[config.mk]
export PLATFORM = sky130hd
export DESIGN_NAME = fetch_stage
export DESIGN_NICKNAME = d
export VERILOG_FILES = /design/src/rtl/fetch_stage.sv
export SDC_FILE = /design/constraint.sdc
export NUM_CORES = 1
export LEC_CHECK = 0
export ABC_AREA = 0
export BUFFER_PORTS_ARGS = -buffer_cell sky130_fd_sc_hd__buf_2
export CAP_MARGIN = 10
export CORE_AREA = 2 2 153 155
export CTS_CLUSTER_SIZE = 28
export DETAILED_ROUTE_END_ITERATION = 16
export DIE_AREA = 0 0 155 157
export PLACE_DENSITY = 0.61
export SLEW_MARGIN = 20
export SYNTH_ARGS = -nofsm -noshare
export SYNTH_HDL_FRONTEND = slang
export SYNTH_SLANG_ARGS = --single-unit
[constraint.sdc]
create_clock -name clk -period 5.2 [get_ports clk]
set_input_delay 0.78 -clock clk [delete_from_list [all_inputs] [get_ports clk]]
set_output_delay 0.78 -clock clk [all_outputs]
set_load 0.01 [all_outputs]
[src/rtl/fetch_stage.sv]
// ---------------------------------------------------------------------------
// fetch_stage
//
// The instruction-fetch stage of the MIPS pipeline. It owns the program
// counter. It issues one request at a time to instruction memory over a
// req/ready + valid handshake. Each fetched word is registered for decode,
// together with the PC it came from.
//
// Ports
//   clk         rising-edge clock
//   reset       asynchronous, active-high reset
//   next_pc_in  PC chosen by the upstream PC-select mux. It is loaded when the
//               PC advances or on a flush.
//   stall       decode cannot accept a new instruction this cycle
//   flush       redirect: drop the in-flight or held fetch and load next_pc_in
//   pc_out      current PC register
//   pc_plus4    pc_out + 4 (wraps modulo 2^ADDR_W). This is the sequential
//               candidate returned to the PC-select mux.
//   imem_req    fetch request valid
//   imem_addr   fetch address (always pc_out)
//   imem_ready  memory accepts the request this cycle
//   imem_valid  response data valid. At most one response is outstanding.
//   imem_rdata  instruction word returned by memory
//   if_valid    if_instr / if_pc hold a valid instruction for decode
//   if_instr    fetched instruction (registered)
//   if_pc       PC of if_instr (registered)
// ---------------------------------------------------------------------------
module fetch_stage #(
  parameter int              ADDR_W   = 32,
  parameter int              DATA_W   = 32,
  parameter logic [ADDR_W-1:0] RESET_PC = 32'h0040_0030
) (
  input  logic              clk,
  input  logic              reset,
  input  logic [ADDR_W-1:0] next_pc_in,
  input  logic              stall,
  input  logic              flush,
  output logic [ADDR_W-1:0] pc_out,
  output logic [ADDR_W-1:0] pc_plus4,
  output logic              imem_req,
  output logic [ADDR_W-1:0] imem_addr,
  input  logic              imem_ready,
  input  logic              imem_valid,
  input  logic [DATA_W-1:0] imem_rdata,
  output logic              if_valid,
  output logic [DATA_W-1:0] if_instr,
  output logic [ADDR_W-1:0] if_pc
);

  // Fetch sequencer states
  localparam logic [2:0] ST_IDLE  = 3'd0;  // one bubble cycle after reset
  localparam logic [2:0] ST_REQ   = 3'd1;  // request presented, waiting for ready
  localparam logic [2:0] ST_WAIT  = 3'd2;  // request accepted, waiting for data
  localparam logic [2:0] ST_HOLD  = 3'd3;  // word received while decode stalled
  localparam logic [2:0] ST_DRAIN = 3'd4;  // stale request outstanding after flush

  logic [2:0]        state_q,      state_d;
  logic [ADDR_W-1:0] pc_q,         pc_d;
  logic              if_valid_q,   if_valid_d;
  logic [DATA_W-1:0] if_instr_q,   if_instr_d;
  logic [ADDR_W-1:0] if_pc_q,      if_pc_d;
  logic [DATA_W-1:0] hold_instr_q, hold_instr_d;
  logic [ADDR_W-1:0] hold_pc_q,    hold_pc_d;

  // Sources for a word delivered to decode this cycle
  logic              load_mem;     // straight from the memory response
  logic              load_hold;    // from the hold buffer
  logic              load_any;

  // -------------------------------------------------------------------------
  // Normal (non-flush) sequencing
  // -------------------------------------------------------------------------
  always_comb begin
    state_d      = state_q;
    hold_instr_d = hold_instr_q;
    hold_pc_d    = hold_pc_q;
    load_mem     = 1'b0;
    load_hold    = 1'b0;

    case (state_q)
      ST_IDLE: begin
        state_d = ST_REQ;
      end
      ST_REQ: begin
        if (imem_ready) begin
          state_d = ST_WAIT;
        end
      end
      ST_WAIT: begin
        if (imem_valid) begin
          if (!stall) begin
            load_mem = 1'b1;
            state_d  = ST_REQ;
          end else begin
            // Decode is busy. Park the word and keep the PC where it is.
            hold_instr_d = imem_rdata;
            hold_pc_d    = pc_q;
            state_d      = ST_HOLD;
          end
        end
      end
      ST_HOLD: begin
        if (!stall) begin
          load_hold = 1'b1;
          state_d   = ST_REQ;
        end
      end
      ST_DRAIN: begin
        // The response belongs to a redirected fetch. Drop it.
        if (imem_valid) begin
          state_d = ST_REQ;
        end
      end
      default: begin
        state_d = ST_IDLE;
      end
    endcase

    // A flush overrides the normal next state. The target depends on whether
    // a request is still owed a response from memory.
    if (flush) begin
      hold_instr_d = '0;
      hold_pc_d    = '0;
      case (state_q)
        ST_REQ:   state_d = imem_ready ? ST_DRAIN : ST_REQ;
        ST_WAIT:  state_d = imem_valid ? ST_REQ   : ST_DRAIN;
        ST_DRAIN: state_d = imem_valid ? ST_REQ   : ST_DRAIN;
        default:  state_d = ST_REQ;
      endcase
    end
  end

  assign load_any = (load_mem | load_hold) & ~flush;

  // -------------------------------------------------------------------------
  // PC and decode-facing registers
  // -------------------------------------------------------------------------
  always_comb begin
    pc_d       = pc_q;
    if_valid_d = if_valid_q;
    if_instr_d = if_instr_q;
    if_pc_d    = if_pc_q;

    if (flush) begin
      // Redirect. Whatever decode was holding is no longer on the path.
      if_valid_d = 1'b0;
      pc_d       = next_pc_in;
    end else if (load_any) begin
      if_valid_d = 1'b1;
      if_instr_d = load_hold ? hold_instr_q : imem_rdata;
      if_pc_d    = load_hold ? hold_pc_q    : pc_q;
      pc_d       = next_pc_in;
    end else if (!stall) begin
      // Decode consumed the word and nothing replaced it.
      if_valid_d = 1'b0;
    end
  end

  always_ff @(posedge clk or posedge reset) begin
    if (reset) begin
      state_q      <= ST_IDLE;
      pc_q         <= RESET_PC;
      if_valid_q   <= 1'b0;
      if_instr_q   <= '0;
      if_pc_q      <= '0;
      hold_instr_q <= '0;
      hold_pc_q    <= '0;
    end else begin
      state_q      <= state_d;
      pc_q         <= pc_d;
      if_valid_q   <= if_valid_d;
      if_instr_q   <= if_instr_d;
      if_pc_q      <= if_pc_d;
      hold_instr_q <= hold_instr_d;
      hold_pc_q    <= hold_pc_d;
    end
  end

  // -------------------------------------------------------------------------
  // Outputs
  // -------------------------------------------------------------------------
  assign pc_out    = pc_q;
  assign pc_plus4  = pc_q + ADDR_W'(4);   // wraps naturally at the top of memory
  assign imem_req  = (state_q == ST_REQ);
  assign imem_addr = pc_q;                // stays stable while REQ waits for ready
  assign if_valid  = if_valid_q;
  assign if_instr  = if_instr_q;
  assign if_pc     = if_pc_q;

endmodule
# After elaboration in Yosys (flattened, before gate mapping)
# Index checks and enable logic that the tools add are counted.
# totals
reg_bits,164
latchBits,0
ramBits,0
mem_bits_ro,0
in_bits,70
elab_cells,58
memories,0
# op_classes
add_sub_neg,1
n_mul,0
div,0
n_lt_le_gt_ge,0
n_eq_ne,9
n_shift,0
mux,29
bitwise,3
reduce_logical,9
# ops
op,n
two-way mux 32 bit,12
"adder 32 x 3 -> 32 bit, second input constant",1
two-way mux 3 bit,7
case mux 3 bit (5 select lines),1
"inequality test 3 bit, second input constant",3
nonzero test 2 bit,4
two-way mux 1 bit,7
"equality test 3 x 2 -> 1 bit, second input constant",2
case mux 3 bit (2 select lines),1
AND reduction 4 bit,1
"equality test 3 x 1 -> 1 bit, second input constant",1
"equality test 3 bit, second input constant",1
logical NOT 3 bit,1
"inequality test 3 x 1 -> 1 bit, second input constant",1
"inequality test 3 x 2 -> 1 bit, second input constant",1
AND reduction 3 bit,1
two-way mux 2 bit,1
AND reduction 2 bit,1
OR reduction 2 bit,1
AND 1 bit,1
inverter 1 bit,1
OR 1 bit,1

# Longest topological paths before layout
# Gate-level depths: netlist of run 1.
# depth
word_depth,7
ltp_mapped,7
mapped_depth_nobuf,4

# Least setup slack after synthesis of run 1
# Ideal clock, no wire load.
# synth_timing
path_kind,reg2out
from,"register pc_q[4], in the netlist imem_addr[4]"
to,output port pc_plus4[30]
arrival_time_ns,1.680
setup_slack_ns,2.740
stages_incl_launch_ff,7
n_path_buf,2
cell_sequence,dfstp_2 > buf_2 > and4_1 > and2_1 > clkbuf_1 > nand4b_1 > xnor2_1
# synth_via
elab_chain_cells,1
# synth_rtl
element,line_no,rtl
start: declaration,58,"logic [ADDR_W-1:0] pc_q, pc_d;"
start signal: assignment,170,pc_q <= pc_d;
adder 32 x 3 -> 32 bit,183,assign pc_plus4 = pc_q + ADDR_W'(4);
end: declaration,39,"output logic [ADDR_W-1:0] pc_plus4,"
# No other way between the ends.

# Worst setup path in the final report of run 1
# layout_timing
from,"register pc_q[4], in the netlist imem_addr[4]"
to,output port pc_plus4[23]
# Same word-level chain as after synthesis.

==> results of run 1 <==
[flip-flops by register name, summed over array words and instances, names as in the netlist]
name and flops:
hold_instr_q 32, if_pc 32, if_instr 32, state_q 3, hold_pc_q 32, imem_addr 32, if_valid 1
[layout by cell type, fill, tap and decap left out, types with 11 or more instances in the layout]
master and count:
a21oi_1 129, xor2_1 11, nand2_1 139, buf_2 231
dfrtp_1 161, xnor2_1 17, nor2_1 69, mux2i_1 64
mux2_1 32, clkbuf_16 17
[cell usage after synthesis (all sizes together)]
cell,number,share of area [%]
o21ai,3,0.19
o311ai,1,0.11
nor2,71,3.5
mux2i,64,8.2
mux2,32,4.6
nand2,139,6.7
buf,76,7.3
or3,1,0.080
dfstp,3,1.0
o21bai,1,0.096
xor2,11,1.2
xnor2,17,1.9
nor3,8,0.72
inv,4,0.19
clkbuf,11,0.53
nand4,8,0.64
nor4,4,0.67
nand3,11,0.77
a211oi,1,0.096
and4,2,0.22
nor3b,2,0.26
nand3b,2,0.19
ha,1,0.16
nand4b,2,0.22
dfrtp,161,51
and3,5,0.40
a21bo,1,0.13
and2,3,0.24
a21oi,129,8.2
nand2b,1,0.18
[final cells by class]
| class | instances | share of cell area [%] |
|---|---|---|
| inverter | 4 | 0.199 |
| clock buffer | 21 | 4.87 |
| antenna | 1 | 0.0265 |
| timing repair buffer | 240 | 13.3 |
| clock inverter | 11 | 1.32 |
| sequential | 164 | 43.4 |
| tap | 285 | 3.77 |
| multi-input combinational | 520 | 33.1 |
[logic make-up (layout without fill, tap and decap cells)]
kind of cell	after synthesis	after routing	synth area share, %
multiplexers	96	96	12.8
AND/OR/NAND/NOR	259	259	14.7
other	0	1	0
buffers and inverters	91	276	7.98
XOR/XNOR	28	28	3.13
flip-flops	164	164	52.4
adder cells (fa/ha/maj)	1	1	0.160
AO/OA/AOI/OAI	136	136	8.86
[worst min-delay path by stage]
stage / start / end / slack (ns)
2_1_floorplan: state_q[2] / state_q[1] / 0.50
3_3_place_gp: if_pc[22] / if_pc[22] / 0.50
3_5_place_dp: if_valid / if_valid / 0.51
4_1_cts: hold_pc_q[28] / hold_pc_q[28] / 0.52
5_1_grt: if_pc[24] / if_pc[24] / 0.53
6_report: if_pc[21] / if_pc[21] / 0.52
[metrics by stage]
step                      hold WS (ns)  std cells  cell area [sq um]
final                            0.518       1246               9450
after global routing             0.533       1246               9450
after CTS                        0.524       1244               9420
after detailed placement         0.511       1212               8840
after global placement           0.501       1212               8840
after floorplan                  0.500        775               7840
[worst register-to-register path: stages, from the launching register on]
cell	delay (ns)
dfrtp_1	0.44
nand2b_4	0.21
nor3_4	0.78
buf_4	0.59
nand2_1	0.12
a21oi_1	0.15
[layer usage]
layer	GRT usage (%)	up-vias	part of all wire, %
li1	-	2925	-
met1	21.5	2901	46
met2	27.8	136	49
met3	3.58	15	4.1
met4	4.98	0	1.5
met5	0	-	0
[power by group through the flow]
| stage | clock (mW) | combinational, mW | sequential [mW] |
|---|---|---|---|
| 2_1_floorplan | 0 | 0.641 | 1.95 |
| 3_3_place_gp | 0 | 1.21 | 1.86 |
| 3_5_place_dp | 0 | 1.23 | 1.86 |
| 4_1_cts | 1.31 | 1.23 | 1.84 |
| 5_1_grt | 1.37 | 1.35 | 1.88 |
| 6_report | 1.27 | 1.21 | 1.84 |
==> key figures, run 1 <==
Status
  • Status: completed

Route
  • DRT Pass-1 Iters: 4
  • Vias: 5977
  • DRC violations left: 0
  • Mean number of vias per cell: 4.80
  • Drt first-iter violations: 224
  • Final ANT Viol Nets: 0
  • DR WL/cell: 16.0 microns
  • Wirelength, routed: 19900 microns

Finish
  • Storage cell area: about 0.0041 sq mm
  • Final core occ: 42.0%
  • Area of the multi-input gates: 0.00313 sq mm
  • Nets@finish: around 1000
  • Layout area overhead: 20.6%
  • Fillers: 2266
  • Layout cell share with drive strength beyond 1: between 20% and 30%

Critical path
  • Worst r2r dst: hold_pc_q[0]
  • Crit path max-delay cell type: dfstp_2
  • Crit start category: flop
  • CP bufs+invs: 1
  • R2R Path Start: state_q[2]
  • Endpoint class of the critical path: primary output
  • Setup crit end: pc_plus4[23]
  • Worst R2R Path Depth: 5
  • Crit path from: imem_addr[4]
  • FF-to-FF setup slack: 2.83 ns
  • CP Max Fanout: 10
  • Slowest stage delay, CP: approximately 0.64 ns
  • Critical path class: flop to primary output
  • CP Data Required Time: 4.42 ns
  • Crit. path cell count: 5
  • Crit-path cells: and4_1 > nand3_1 > nor4_1 > xor2_1 > buf_2
  • Top Family by Delay on Critical Path: simple AND/OR/NAND/NOR gates
  • Crit path DAT: 2.39 ns

GRT
  • First-pass GRT wire length: roughly 31000 microns
  • Total GRT Usage: 16.5%
  • Vias in the first global route: 5840
  • Total grt overflow: 0
  • Initial antenna violation count: 1
  • Pin count of the biggest net entering global routing: 165

Clock tree
  • CTS sink count: 164
  • Clock H-tree levels: 4
  • Post-CTS Resized: 0
  • Post-CTS Setup Bufs: 0
  • CTS tree: built
  • Clk_lat worst skew: 0.42 ns
  • Hold_buf cts: 0
  • Total CTS buffers: 17
  • Max Root-Sink Buffers: 2
  • CTS root buffer: clkbuf_16
  • CTS clk-pin slew, worst paths: 0.07 ns

Placed design
  • Dpl ws: between 2 and 2.5 ns
  • GPL Wtd Cong: 0.756
  • IO Port Bufs: 231
  • DP Wirelength: ~13000 microns

Power and ir drop
  • Clock network fraction of design power: 29.5%
  • Worst VDD drop: between 150 and 200 uV
  • Post-route total power: 4.32 mW
  • Reg power frac: 42.6%
  • Sw frac: 33.8%
  • Comb pwr share: 28.0%
  • NetSw: 1.46 mW
  • Cell Int Power: 2.86 mW
  • P_leak: 4.15 nW
  • Pwr dens: roughly 460 mW/mm^2

Hold path
  • HP Class: flop to flop
  • Worst Hold Path Cells: 2

Logic synthesis
  • Yosys reg bits: 164
  • Warning count from the yosys run: 0
  • Sequential element share of the synthesized area: 52.4%
  • Synth cell types: 40
  • Synth Area per Inst: 10.1 sq um
  • Synthesized area: 0.00784 sq mm
  • Post-Syn Instances: roughly 780
  • Net Count, Synth: 846

Timing
  • Final hold vios: 0
  • Fin. max-slew vios: 0
  • F_max: about 320 MHz
  • Unrepaired setup endpoints after global routing: false
  • Final period util: 60.9%
  • Slew HR: 37.8%
  • Setup WS post-layout: 2.03 ns
  • Crit path time final: 3.17 ns
  • Final setup vio count: 0
  • Clk_skew: 0.0108 ns
  • Setup_tns: 0 ns
  • Worst Tran Pin Value: 0.930 ns

Floorplanning
  • Die width: 155 microns
  • # IOs: 232
  • # rows: 55
  • CORE AREA: roughly 0.023 sq mm
  • Die area: between 0.02 and 0.025 sq mm
  • Die Y: 157 microns
  • Initial cell density of the core: 34.8%

Job
  • Max cap viols: 0
(Power assumes the default switching activity.)
==> run 2: changes to the inputs <==
- PLACE_DENSITY: 0.61 -> 0.59
- clock period: 5.2 -> 3.05 ns (I/O delays scaled with it)
==> run 2 against run 1 <==
Critical path depth did not move. Non-clock buffer count is 2 higher. Largest cell class unchanged. Critical path type unchanged. First-iteration DRC count up 46%. Clock power grew 83%. Sequential share of layout area down 0.34 points. Sequential power rose by 70%. Wire length rose by 2.0%. Total power increased by 75%. Cell count unchanged. Clock skew increased by 0.00064 ns.
==> key figures, run 2 (same netlist as run 1, synthesis figures left out) <==
Status
  • Status: completed (unchanged)

Hold path
  • HP Class: input pin to async pin (was flop to flop)

Timing
  • Unrepaired setup endpoints after global routing: false (unchanged)
  • Final setup vio count: 0 (unchanged)
  • Final period util: 91.0%
  • Final hold vios: 0 (unchanged)
  • Slew HR: 50.6% (was 37.8%)
  • Clk_skew: 0.0114 ns (was 0.0108 ns)
  • Worst Tran Pin Value: 0.741 ns (was 0.930 ns)
  • Crit path time final: approximately 2.8 ns
  • F_max: about 360 MHz
  • Setup_tns: 0 ns (unchanged)
  • Fin. max-slew vios: 0 (unchanged)
  • WHS: 0.193 ns (was 0.518 ns)

Clock tree
  • Hold_buf cts: 0 (unchanged)
  • CTS root buffer: clkbuf_16 (unchanged)
  • CTS sink count: 164 (unchanged)
  • CTS tree: built (unchanged)
  • Post-CTS Resized: 0 (unchanged)
  • Max Root-Sink Buffers: 2 (unchanged)
  • Clk_lat worst skew: 0.42 ns (about the same)
  • Clock H-tree levels: 4 (unchanged)
  • Post-CTS Setup Bufs: 0 (unchanged)
  • Total CTS buffers: 17 (unchanged)
  • CTS clk-pin slew, worst paths: 0.07 ns (about the same)

Critical path
  • Crit path DAT: 2.32 ns (was 2.39 ns)
  • CP Max Fanout: 10 (unchanged)
  • Critical path class: flop to primary output (unchanged)
  • Slowest stage delay, CP: 0.62 ns (was 0.64 ns)
  • Crit-path cells: and4_1 > nand3_1 > nor4_1 > xor2_1 > buf_2 (unchanged)
  • Worst r2r dst: hold_instr_q[19] (was hold_pc_q[0])
  • Worst R2R Path Depth: 5 (unchanged)
  • Crit start category: flop (unchanged)
  • Crit path max-delay cell type: dfstp_2 (unchanged)
  • Top Family by Delay on Critical Path: simple AND/OR/NAND/NOR gates (unchanged)
  • CP bufs+invs: 1 (unchanged)
  • FF-to-FF setup slack: 1.08 ns (was 2.83 ns)
  • CP Data Required Time: 2.59 ns (was 4.42 ns)
  • R2R Path Start: state_q[2] (unchanged)
  • Endpoint class of the critical path: primary output (unchanged)

GRT
  • First-pass GRT wire length: 32800 microns (was 31400 microns)
  • Vias in the first global route: 5902 (was 5840)
  • Total grt overflow: 0 (unchanged)
  • Pin count of the biggest net entering global routing: 132 (was 165)
  • Total GRT Usage: 17.1% (was 16.5%)
  • Initial antenna violation count: 0 (was 1)

Power and ir drop
  • Worst VDD drop: 329 uV (was 181 uV)
  • Pwr dens: 792 mW/mm^2 (was 457 mW/mm^2)
  • Post-route total power: 7.54 mW (was 4.32 mW)
  • P_leak: 4.19 nW (was 4.15 nW)

Floorplanning
  • Die width: 155 microns (unchanged)
  • Initial cell density of the core: 34.8% (unchanged)
  • Die area: 0.0243 sq mm (unchanged)
  • # rows: 55 (unchanged)
  • CORE AREA: 0.0225 sq mm (unchanged)
  • Die Y: 157 microns (unchanged)
  • # IOs: 232 (unchanged)

Placed design
  • IO Port Bufs: 231 (unchanged)
  • GPL Wtd Cong: 0.791 (was 0.756)
  • Dpl cell area: 0.00890 sq mm (was 0.00884 sq mm)
  • DP Wirelength: 13100 microns (was 13000 microns)
  • Inst Count DP: 1215 (was 1212)

Job
  • Max cap viols: 0 (unchanged)

Route
  • Vias: 6029 (was 5977)
  • Wirelength, routed: 20300 microns (was 19900 microns)
  • DRT Pass-1 Iters: 4 (unchanged)
  • DR WL/cell: 16.3 microns (was 16.0 microns)
  • Mean number of vias per cell: 4.84 (was 4.80)
  • Final ANT Viol Nets: 0 (unchanged)
  • DRC violations left: 0 (unchanged)
  • Drt first-iter violations: 326 (was 224)

Finish
  • Post-route cell area: 0.00953 sq mm (was 0.00945 sq mm)
  • ANT cells: 0 (was 1)
  • Fillers: 2210 (was 2266)
  • Commonest non-fill, non-tap cell in the layout: buf_2 (unchanged)
  • Layout area overhead: 21.6% (was 20.6%)
  • Layout cell share with drive strength beyond 1: 30.0% (was 29.8%)
  • Fin cells: 1246 (unchanged)
  • Most frequent cells in the layout: 231 x buf_2, 161 x dfrtp_1, 139 x nand2_1 (unchanged)
  • Nets@finish: 1020 (was 1018)
[run 2: tightest hold or removal path, cell delays in order]
cell        delay [ns]
buf_2             0.12
clkinvlp_4        0.08
buf_4             0.39
[run 2: how the worst max path moves through the flow]
stage,start,to,slack [ns],cells after the start
floorplan,reset,hold_instr_q[0],0.51,1
global placement,imem_addr[4],pc_plus4[23],0.74,5
detailed placement,imem_addr[4],pc_plus4[23],0.72,5
CTS,imem_addr[4],pc_plus4[23],0.26,5
global route,imem_addr[4],pc_plus4[23],0.11,5
finish,imem_addr[4],pc_plus4[23],0.27,5
[run 2: layer usage]
metal  global-route usage, %  share of wire (%)  up-vias
met5                       0                  0        -
met4                    4.85                1.4        0
met3                    3.61                3.9       18
met2                    27.0                 48      149
met1                    23.8                 47     2936
li1                        -                  -     2926
[run 2: final cells by class]
| cell class | instances | area [sq um] | area share, % |
|---|---|---|---|
| inverters | 4 | 18.8 | 0.197 |
| clock buffers | 20 | 457 | 4.79 |
| clock inverters | 11 | 174 | 1.83 |
| flip-flops and latches | 164 | 4110 | 43.1 |
| well taps | 285 | 357 | 3.74 |
| repair buffers | 242 | 1290 | 13.5 |
| multi-input cells | 520 | 3130 | 32.8 |
[run 2: power by group]
group	internal (mW)	switching, mW	leakage, nW
combinational	0.910	1.17	1.83
clock	1.42	0.914	0.311
sequential	2.71	0.417	2.05
[run 2: metrics by stage]
step                utilization [%]  setup WS [ns]
floorplan                         -          0.510
global placement               39.5          0.742
detailed placement             39.5          0.722
CTS                            42.3          0.257
global route                   42.3          0.106
finish                         42.3          0.275
